[config.mk]
export PLATFORM = sky130hd
export DESIGN_NAME = ula_sequencer
export DESIGN_NICKNAME = d
export VERILOG_FILES = /design/src/rtl/ula_sequencer.sv
export SDC_FILE = /design/constraint.sdc
export NUM_CORES = 1
export LEC_CHECK = 0
export ABC_CLOCK_PERIOD_IN_PS = 1900
export CAP_MARGIN = 20
export CORE_ASPECT_RATIO = 1.2
export CORE_UTILIZATION = 35
export DETAILED_ROUTE_END_ITERATION = 7
export HOLD_SLACK_MARGIN = 0.02
export SYNTH_ARGS = -nofsm -noshare
export SYNTH_HDL_FRONTEND = slang
export SYNTH_SLANG_ARGS = --single-unit
export TNS_END_PERCENT = 20
[constraint.sdc]
create_clock -name clk -period 1.9 [get_ports clk]
set_input_delay 0.38 -clock clk [delete_from_list [all_inputs] [get_ports clk]]
set_output_delay 0.38 -clock clk [all_outputs]
set_load 0.01 [all_outputs]
[src/rtl/ula_sequencer.sv]
// Issue/writeback controller for the external combinational ULA: it accepts instructions,
// drives registered operands, and writes results back to a 4-entry register file and Z/C flags.
module ula_sequencer #(
   parameter int WIDTH = 4
) (
   input  logic               clk,
   input  logic               rst_n,
   input  logic               instr_valid,
   output logic               instr_ready,
   input  logic [3:0]         instr_op,
   input  logic [1:0]         instr_rd,
   input  logic [1:0]         instr_ra,
   input  logic [1:0]         instr_rb,
   input  logic [WIDTH-1:0]   instr_imm,
   input  logic               instr_use_imm,
   input  logic               instr_cin_en,
   output logic [WIDTH-1:0]   alu_a,
   output logic [WIDTH-1:0]   alu_b,
   output logic [3:0]         alu_op,
   output logic               alu_cin,
   input  logic [2*WIDTH-1:0] alu_s,
   input  logic               alu_cout,
   output logic               res_valid,
   output logic [1:0]         res_rd,
   output logic [WIDTH-1:0]   res_data,
   output logic               flag_z,
   output logic               flag_c,
   output logic               err_div0,
   input  logic [1:0]         dbg_sel,
   output logic [WIDTH-1:0]   dbg_data
);

   localparam logic [3:0] OP_ADD = 4'd0;
   localparam logic [3:0] OP_SUB = 4'd1;
   localparam logic [3:0] OP_MUL = 4'd2;
   localparam logic [3:0] OP_DIV = 4'd3;
   localparam logic [3:0] OP_INC = 4'd4;
   localparam logic [3:0] OP_DEC = 4'd5;
   localparam logic [3:0] OP_CMP = 4'd6;
   localparam logic [3:0] OP_SHL = 4'd11;
   localparam logic [3:0] OP_LDI = 4'd15;

   typedef enum logic [1:0] {ST_IDLE, ST_EXEC, ST_WB_HI} state_t;

   state_t           r_state;
   state_t           w_state_nxt;
   logic [WIDTH-1:0] r_regs [4];
   logic [WIDTH-1:0] r_alu_a;
   logic [WIDTH-1:0] r_alu_b;
   logic [3:0]       r_alu_op;
   logic             r_alu_cin;
   logic [1:0]       r_rd;
   logic [WIDTH-1:0] r_imm;
   logic             r_res_valid;
   logic [1:0]       r_res_rd;
   logic [WIDTH-1:0] r_res_data;
   logic             r_flag_z;
   logic             r_flag_c;
   logic             r_err_div0;

   logic             w_accept;
   logic             w_we;
   logic [1:0]       w_wr_idx;
   logic [WIDTH-1:0] w_wr_data;
   logic             w_z_we;
   logic             w_z_nxt;
   logic             w_c_we;
   logic             w_c_nxt;
   logic             w_div0_set;

   assign w_accept = (r_state == ST_IDLE) && instr_valid;

   // NOTE: every signal gets a default before the case so no path leaves it unassigned (no latches).
   always_comb begin
      w_state_nxt = r_state;
      w_we        = 1'b0;
      w_wr_idx    = r_rd;
      w_wr_data   = alu_s[WIDTH-1:0];
      w_z_we      = 1'b0;
      w_z_nxt     = 1'b0;
      w_c_we      = 1'b0;
      w_c_nxt     = 1'b0;
      w_div0_set  = 1'b0;
      case (r_state)
         ST_IDLE: begin
            if (instr_valid) w_state_nxt = ST_EXEC;
         end
         ST_EXEC: begin
            w_state_nxt = ST_IDLE;
            if (r_alu_op == OP_LDI) begin
               w_we      = 1'b1;
               w_wr_data = r_imm;
               w_z_we    = 1'b1;
               w_z_nxt   = (r_imm == '0);
            end else if (r_alu_op == OP_CMP) begin
               w_z_we  = 1'b1;
               w_z_nxt = alu_s[0];
            end else if (r_alu_op == OP_DIV && r_alu_b == '0) begin
               w_div0_set = 1'b1;
            end else if (r_alu_op == OP_MUL || r_alu_op == OP_DIV) begin
               w_we        = 1'b1;
               w_state_nxt = ST_WB_HI;
            end else begin
               w_we    = 1'b1;
               w_z_we  = 1'b1;
               w_z_nxt = (alu_s[WIDTH-1:0] == '0);
               w_c_we  = r_alu_op inside {OP_ADD, OP_SUB, OP_INC, OP_DEC, OP_SHL};
               w_c_nxt = alu_cout;
            end
         end
         ST_WB_HI: begin
            // High half goes to the next register; the 2-bit index wraps R3 -> R0.
            w_state_nxt = ST_IDLE;
            w_we        = 1'b1;
            w_wr_idx    = r_rd + 2'd1;
            w_wr_data   = alu_s[2*WIDTH-1:WIDTH];
            w_z_we      = 1'b1;
            w_z_nxt     = (alu_s == '0);
            w_c_we      = 1'b1;
            w_c_nxt     = 1'b0;
         end
         default: w_state_nxt = ST_IDLE;
      endcase
   end

   // NOTE: sequential state uses non-blocking assignments so all registers update from pre-edge values.
   always_ff @(posedge clk) begin
      if (!rst_n) begin
         r_state     <= ST_IDLE;
         // NOTE: the register file is architecturally visible and must read zero after reset.
         for (int i = 0; i < 4; i++) r_regs[i] <= '0;
         r_alu_a     <= '0;
         r_alu_b     <= '0;
         r_alu_op    <= '0;
         r_alu_cin   <= 1'b0;
         r_rd        <= '0;
         r_imm       <= '0;
         r_res_valid <= 1'b0;
         r_res_rd    <= '0;
         r_res_data  <= '0;
         r_flag_z    <= 1'b0;
         r_flag_c    <= 1'b0;
         r_err_div0  <= 1'b0;
      end else begin
         r_state     <= w_state_nxt;
         r_res_valid <= w_we;
         if (w_accept) begin
            r_alu_a   <= r_regs[instr_ra];
            r_alu_b   <= instr_use_imm ? instr_imm : r_regs[instr_rb];
            r_alu_op  <= instr_op;
            r_alu_cin <= (instr_op == OP_ADD && instr_cin_en) ? r_flag_c : 1'b0;
            r_rd      <= instr_rd;
            r_imm     <= instr_imm;
         end
         if (w_we) begin
            r_regs[w_wr_idx] <= w_wr_data;
            r_res_rd         <= w_wr_idx;
            r_res_data       <= w_wr_data;
         end
         if (w_z_we)     r_flag_z   <= w_z_nxt;
         if (w_c_we)     r_flag_c   <= w_c_nxt;
         if (w_div0_set) r_err_div0 <= 1'b1;
      end
   end

   assign instr_ready = (r_state == ST_IDLE);
   assign alu_a       = r_alu_a;
   assign alu_b       = r_alu_b;
   assign alu_op      = r_alu_op;
   assign alu_cin     = r_alu_cin;
   assign res_valid   = r_res_valid;
   assign res_rd      = r_res_rd;
   assign res_data    = r_res_data;
   assign flag_z      = r_flag_z;
   assign flag_c      = r_flag_c;
   assign err_div0    = r_err_div0;
   assign dbg_data    = r_regs[dbg_sel];

endmodule

==> summary.md, run 1 <==
| Metric | Value |
|---|---|
| Site row count | 33 |
| Syn Inst Count | ~250 |
| NumNets Final | 363 |
| Cell variety after synth | 46 |
| Dominant cells by area after synthesis | dfxtp_1, edfxtp_1, mux4_2 |
| First-pass detailed-route iteration total | 4 |
| Post-Synthesis Mean Instance Area | a little under 10 um^2 |
| Worst R2R Start | r_state[0] |
| Core area | 6850 um^2 |
| Floorplan die width | around 80 um |
| Area growth from synthesis to final layout | 40.4% |
| Area of combinational cells with multiple inputs | approximately 1300 um^2 |
| Clock tree from TritonCTS | built |
| Highest Clock Rate | ~540 MHz |
| Sequential-to-total area share from yosys stat | 44.4% |
| Peak supply drop | ~0.29 mV |
| Launch instance of the worst min-delay path | alu_cin |
| Remaining max-slew budget at the tightest pin | 65.1% |
| Number of antenna cells inserted | 0 |
| Post-synth EDFFs | 16 |
| Overall power | 0.00228 W |
| Data arrival time of the worst path | 1480 ps |
| Portion of synthesized cell area occupied by the leading cell type | 25.0% |
| Total Routing Usage GR | around 18% |
| I/O pin cnt | 58 |
| Seq. cell area | 1110 um^2 |
| Placer congestion estimate | 0.903 |
| Clock sinks | 47 |
| Net count of the mapped netlist | 285 |
| # DRC | 0 |
| Synthesis warning total | 0 |
| DRC marker count from the first detailed-route iteration | 89 |
| Routed wire length | ~6.5 mm |
| Setup crit start | r_regs[2][2] |
| RSZ-0062 raised after global routing | no |
| Vias in the first global route | 2,210 |
| CP max FO | 3 |
| Leakage power of the design | 1.31 nW |
| Filler Cells Inserted | about 670 |
| TritonCTS Buffers | 5 |
| CTS H-Tree Depth | 2 |
| Largest area contributor in the netlist | dfxtp_1 |
| Summed instance area of the synthesized netlist | 2480 um^2 |
| Congestion Overflow GR | 0 |
| Critical path type | flip-flop to output pin |
| Total Die Area | 7430 um^2 |
| Max Cap Viol | 0 |
| Initial cell density of the core | 36.2% |
| Dominant register cell in the synthesized netlist | dfxtp_1 |
| Cell at the root of the clock tree | clkbuf_8 |
| Maximum number of pins on one net before global-route repair | 24 |
| Slack of the critical path | 37.8 ps |
| Number of antenna violations at the first check in global routing | 0 |
| Routed vias/inst | 5.29 |
| Transition time of the tightest slew-check pin | 519 ps |
| Asr flop ratio synth | 0% |
| Register bit total from synthesis | 47 |
| Crit start category | flip-flop |
| Wire per inst | between 15 and 20 um |
| Worst setup slack after placement | -534 ps |
| Number of hold buffers added after cts | 0 |
| PwrDens | around 650 nW/um^2 |
| Clock transition at the registers of the reported paths | 100 ps |
| Antenna viol nets, final | 0 |
| Clock latency on the worst-skew pair | 310 ps |
| Min-Delay Path Class | flip-flop to flip-flop |
| Critical path required time | 1520 ps |
| Die Y | 94.2 um |
| Status | completed |
| Ratio of cells with drive above 1 in the final layout | 22.7% |
| Global-route wire length before repair | 10.4 mm |
| Number of failing hold endpoints at the final stage | 0 |
| Kind of end point of the critical path | output pin |
| Vias after detailed routing | around 2,200 |
| CTS max path bufs | 2 |
| Tcrit/Tclk final | 98.0% |
| Clock skew after layout | 11.0 ps |
| Detail Placement HPWL | ~4.9 mm |
| IO buf count | 57 |
| Fin. max-slew vios | 0 |
| Final critical path time including I/O delays and setup | 1860 ps |
| Final setup fails | 0 |
==> final cells by class <==
cell class | instances | area share [%]
Multi-Input combinational cell | 178 | 37.2
Timing Repair Buffer | 91 | 24.3
Inverter | 7 | 0.755
Clock inverter | 3 | 0.791
Sequential cell | 47 | 31.8
Clock buffer | 5 | 1.98
Tap cell | 87 | 3.13
==> timing repair <==
action,in CTS,in global routing
pin swaps,0,1
endpoints found under the hold margin,0,0
setup buffers,2,0
gates resized for setup,16,15
setup endpoints to repair,14,34
==> synth_stat cells (all sizes together), types with 3 or more instances <==
master	instances
mux2i	6
nor2	13
a31oi	3
a221oi	4
clkbuf	12
dfxtp	31
mux4	12
edfxtp	16
nand2	46
a21oi	26
buf	8
o21ai	11
nor3	13
and3	3
inv	7
ha	3
==> path summary, 6_finish.rpt <==
check | end | slack (ps) | cells after the start
min | alu_cin | 460 | 2
max reg2reg | r_regs[3][0] | 120 | 7
min reg2reg | alu_cin | 460 | 2
max | dbg_data[2] | 40 | 2
==> layout by cell type (no fill, tap or decap), drive strengths merged, types with 2 or more instances in the layout <==
cell           synthesis  routed
clkdlybuf4s50          0      50
nand2                 46      46
buf                    8      34
dfxtp                 31      31
a21oi                 26      26
edfxtp                16      16
nor2                  13      13
nor3                  13      13
mux4                  12      12
o21ai                 11      11
inv                    7       9
clkbuf                12       7
mux2i                  6       6
a221oi                 4       4
and3                   3       3
a31oi                  3       3
ha                     3       3
clkdlybuf4s15          0       3
a32o                   2       2
a22oi                  2       2
nor4                   2       2
nand3                  2       2
mux2                   2       2
a222oi                 2       2
nand2b                 2       2
o31ai                  2       2
and4b                  2       2
o21a                   2       2
or4                    2       2
==> critical path, stage by stage, from the launching register on <==
cell and delay, ps:
edfxtp_1 440, mux4_2 480, clkdlybuf4s15_1 240
==> registers in the layout (all words and copies together) (netlist names) <==
name,cells
r_regs,16
alu_a,4
alu_b,4
alu_op,4
r_imm,4
res_data,4
r_rd,2
r_state,2
res_rd,2
alu_cin,1
err_div0,1
flag_c,1
flag_z,1
res_valid,1
==> power breakdown <==
| group | total, W | internal [W] | switching [W] |
|---|---|---|---|
| Sequential | 0.00114 | 0.00109 | 0.0000475 |
| Combinational | 0.000482 | 0.000260 | 0.000222 |
| Clock | 0.000658 | 0.000273 | 0.000385 |
==> cell families after synthesis <==
| logic type | after synthesis | share of synthesized area [%] |
|---|---|---|
| AOI/OAI and AO/OA | 60 | 15.2 |
| xor gates and xnor gates | 2 | 0.706 |
| adders and majority gates | 3 | 1.51 |
| buffers and inverters | 27 | 5.20 |
| DFF | 47 | 44.4 |
| muxes | 20 | 14.5 |
| and+or+nand+nor | 93 | 18.5 |
==> through the flow <==
step	area, um^2	utilization [%]	setup TNS [ps]	cells	hold WS [ps]
after CTS	3450	50.3	-4.28	418	468
final	3480	50.8	0	418	464
after global placement	3320	48.5	-1980	408	443
after floorplan	2480	-	-846	252	449
after global routing	3480	50.8	0	418	487
after detailed placement	3320	48.5	-2400	408	452
==> metal layers <==
| metal | up-vias | routed length, um | GRT usage, % |
|---|---|---|---|
| met5 | - | 0 | 0 |
| met1 | 1039 | 2950 | 22.8 |
| met3 | 14 | 256 | 3.30 |
| met4 | 0 | 158 | 8.94 |
| met2 | 65 | 3140 | 30.7 |
| li1 | 1092 | - | - |
Power figures use the tool's default switching activity.
==> inputs of run 2 (changes only) <==
--- a/config.mk
+++ b/config.mk
@@ -7,10 +7,13 @@
 export LEC_CHECK = 0
 export ABC_CLOCK_PERIOD_IN_PS = 1900
 export CAP_MARGIN = 20
+export CELL_PAD_IN_SITES_DETAIL_PLACEMENT = 0
+export CELL_PAD_IN_SITES_GLOBAL_PLACEMENT = 1
 export CORE_ASPECT_RATIO = 1.2
-export CORE_UTILIZATION = 35
+export CORE_UTILIZATION = 34
 export DETAILED_ROUTE_END_ITERATION = 7
 export HOLD_SLACK_MARGIN = 0.02
+export PLACE_DENSITY_LB_ADDON = 0.1
 export SYNTH_ARGS = -nofsm -noshare
 export SYNTH_HDL_FRONTEND = slang
 export SYNTH_SLANG_ARGS = --single-unit
==> run 2 against run 1 <==
Sequential cell count is the same. Clock skew shrank 6.1 ps. Fmax is 0.48% higher. Via count is 0.27% higher. Setup slack better by 9.0 ps. Clock-buffer cell count did not move. Routed wire length increased by 1.7%. Critical path depth is the same. Final cell count grew 0.96%. Critical path type unchanged. Critical endpoint is now dbg_data[1]. Largest cell class unchanged. Highest routed layer unchanged.
==> summary.md, run 2 (synthesis results as in run 1) <==
| Metric | Value |
|---|---|
| Status | completed |
| Total Die Area | roughly 7600 um^2 |
| Max FFs per register | 16 |
| I/O pin cnt | 58 |
| Congestion Overflow GR | 0 |
| Core area | between 6000 and 7000 um^2 |
| Slack of the critical path | between 40 and 50 ps |
| Clock transition at the registers of the reported paths | 100 ps |
| Kind of end point of the critical path | output pin |
| Routed wire length | between 6 and 7 mm |
| Peak supply drop | 0.318 mV |
| Routed vias/inst | approximately 5.3 |
| Tcrit/Tclk final | between 90% and 100% |
| Cell at the root of the clock tree | clkbuf_8 |
| Finished Cell Area | approximately 3500 um^2 |
| Clock latency on the worst-skew pair | ~310 ps |
| Antenna viol nets, final | 0 |
| Area growth from synthesis to final layout | 42.1% |
| Reg with most FFs | r_regs |
| Max Cap Viol | 0 |
| NumNets Final | 367 |
| Register-to-register setup slack | ~110 ps |
| Critical path required time | 1520 ps |
| Clock tree from TritonCTS | built |
| Number of antenna violations at the first check in global routing | 0 |
| Transition time of the tightest slew-check pin | 516 ps |
| Min-Delay Path Class | flip-flop to flip-flop |
| Fin. max-slew vios | 0 |
| Ratio of cells with drive above 1 in the final layout | 21.5% |
| Worst setup slack after placement | -514 ps |
| Wire per inst | around 16 um |
| Total Routing Usage GR | 18.1% |
| PwrDens | 680 nW/um^2 |
| Number of hold buffers added after cts | 0 |
| Clock sinks | 47 |
| CP max FO | 3 |
| Seq. cell area | roughly 1100 um^2 |
| Most used cells in the layout excluding fill and tap cells | clkdlybuf4s50_1, nand2_1, buf_4 |
| Area of combinational cells with multiple inputs | 1280 um^2 |
| Initial cell density of the core | 35.8% |
| Maximum number of pins on one net before global-route repair | 24 |
| Placer congestion estimate | 0.849 |
| Clock skew after layout | 4.88 ps |
| TritonCTS Buffers | 5 |
| Global Route met1 Usage | 23.9% |
| Filler Cells Inserted | 664 |
| Accumulated negative setup slack | 0 ps |
| Floorplan die width | roughly 80 um |
| Vias after detailed routing | around 2,200 |
| Hold-critical path depth | 2 |
| Number of failing hold endpoints at the final stage | 0 |
| Busiest grt layer | met2 |
| Leakage power of the design | 1.33 nW |
| Critical path type | flip-flop to output pin |
| First-pass detailed-route iteration total | 6 |
| DRC marker count from the first detailed-route iteration | roughly 100 |
| Final critical path time including I/O delays and setup | between 1500 and 2000 ps |
| Number of antenna cells inserted | 0 |
| # DRC | 0 |
| Worst Reg-to-Reg Cells | 5 |
| CTS H-Tree Depth | 2 |
| Placed cell area | about 3400 um^2 |
| IO buf count | between 50 and 60 |
| Met3 track utilization from global routing | 3.64% |
| Die Y | between 90 and 100 um |
| Data arrival time of the worst path | approximately 1500 ps |
| Final setup fails | 0 |
| CTS max path bufs | 2 |
| Highest Clock Rate | 540 MHz |
| Overall power | 0.00239 W |
| RSZ-0062 raised after global routing | yes |
| Most common cell after layout, fill and taps aside | clkdlybuf4s50_1 |
| Crit start category | flip-flop |
| Remaining max-slew budget at the tightest pin | about two thirds |
| Site row count | 33 |
| M2 GR Usage | 29.4% |
| Detail Placement HPWL | approximately 5.0 mm |
| Global-route wire length before repair | 10.5 mm |
| Vias in the first global route | 2,154 |
run 2: cell count changes in the layout (fill, tap and decap cells not counted), moves of 2 or more:
cell	before	now
ha_2	2	0
buf_4	31	34
dfxtp_2	5	2
ha_1	0	2
dfxtp_1	26	29
run 2: critical path, stage by stage (launching register included):
cell and delay, ps:
edfxtp_1 450, mux4_2 480, clkdlybuf4s15_1 240
run 2: area by class of cell:
class                   count  share of cell area [%]
clock inverters             3                    1.31
repair buffers             95                    25.3
well taps                  87                    3.09
flip-flops and latches     47                    31.3
multi-input cells         178                    36.3
clock buffers               5                    1.95
inverters                   7                   0.746
run 2: what timing repair did:
action	4_1_cts	5_1_grt
gates resized for setup	11	11
setup endpoints to repair	5	33
buffers inserted	2	0
run 2: through the flow:
stage               cells  utilization (%)  hold WS (ps)
finish                422             50.8           465
CTS                   422             50.4           469
global route          422             50.8           490
detailed placement    412             48.5           451
floorplan             252                -           449
global placement      412             48.5           444
run 2: where the power goes:
part | total, W | internal, W | switching (W) | leakage (nW)
combinational | 0.000488 | 0.000269 | 0.000220 | 0.860
sequential | 0.00114 | 0.00109 | 0.0000490 | 0.419
clock | 0.000769 | 0.000397 | 0.000372 | 0.0548
run 2: final timing paths:
path	from	to
hold reg to reg	alu_a[3]	alu_a[3]
setup / recovery	r_regs[2][1]	dbg_data[1]
hold / removal	alu_a[3]	alu_a[3]
setup reg to reg	alu_op[2]	r_regs[2][3]
run 2: layer usage:
metal | part of all wire [%] | vias up
met3 | 4.1 | 9
met1 | 47 | 1048
met2 | 47 | 60
met5 | 0 | -
met4 | 1.7 | 0
li1 | - | 1099
==> inputs of run 3 (changes only) <==
--- a/config.mk
+++ b/config.mk
@@ -11,9 +11,11 @@
 export CELL_PAD_IN_SITES_GLOBAL_PLACEMENT = 1
 export CORE_ASPECT_RATIO = 1.2
 export CORE_UTILIZATION = 34
+export CTS_CLUSTER_DIAMETER = 50
 export DETAILED_ROUTE_END_ITERATION = 7
 export HOLD_SLACK_MARGIN = 0.02
 export PLACE_DENSITY_LB_ADDON = 0.1
+export SLEW_MARGIN = 10
 export SYNTH_ARGS = -nofsm -noshare
 export SYNTH_HDL_FRONTEND = slang
 export SYNTH_SLANG_ARGS = --single-unit
==> results of run 3 <==
The final DEF is identical to that of run 2; final timing and power are the same.
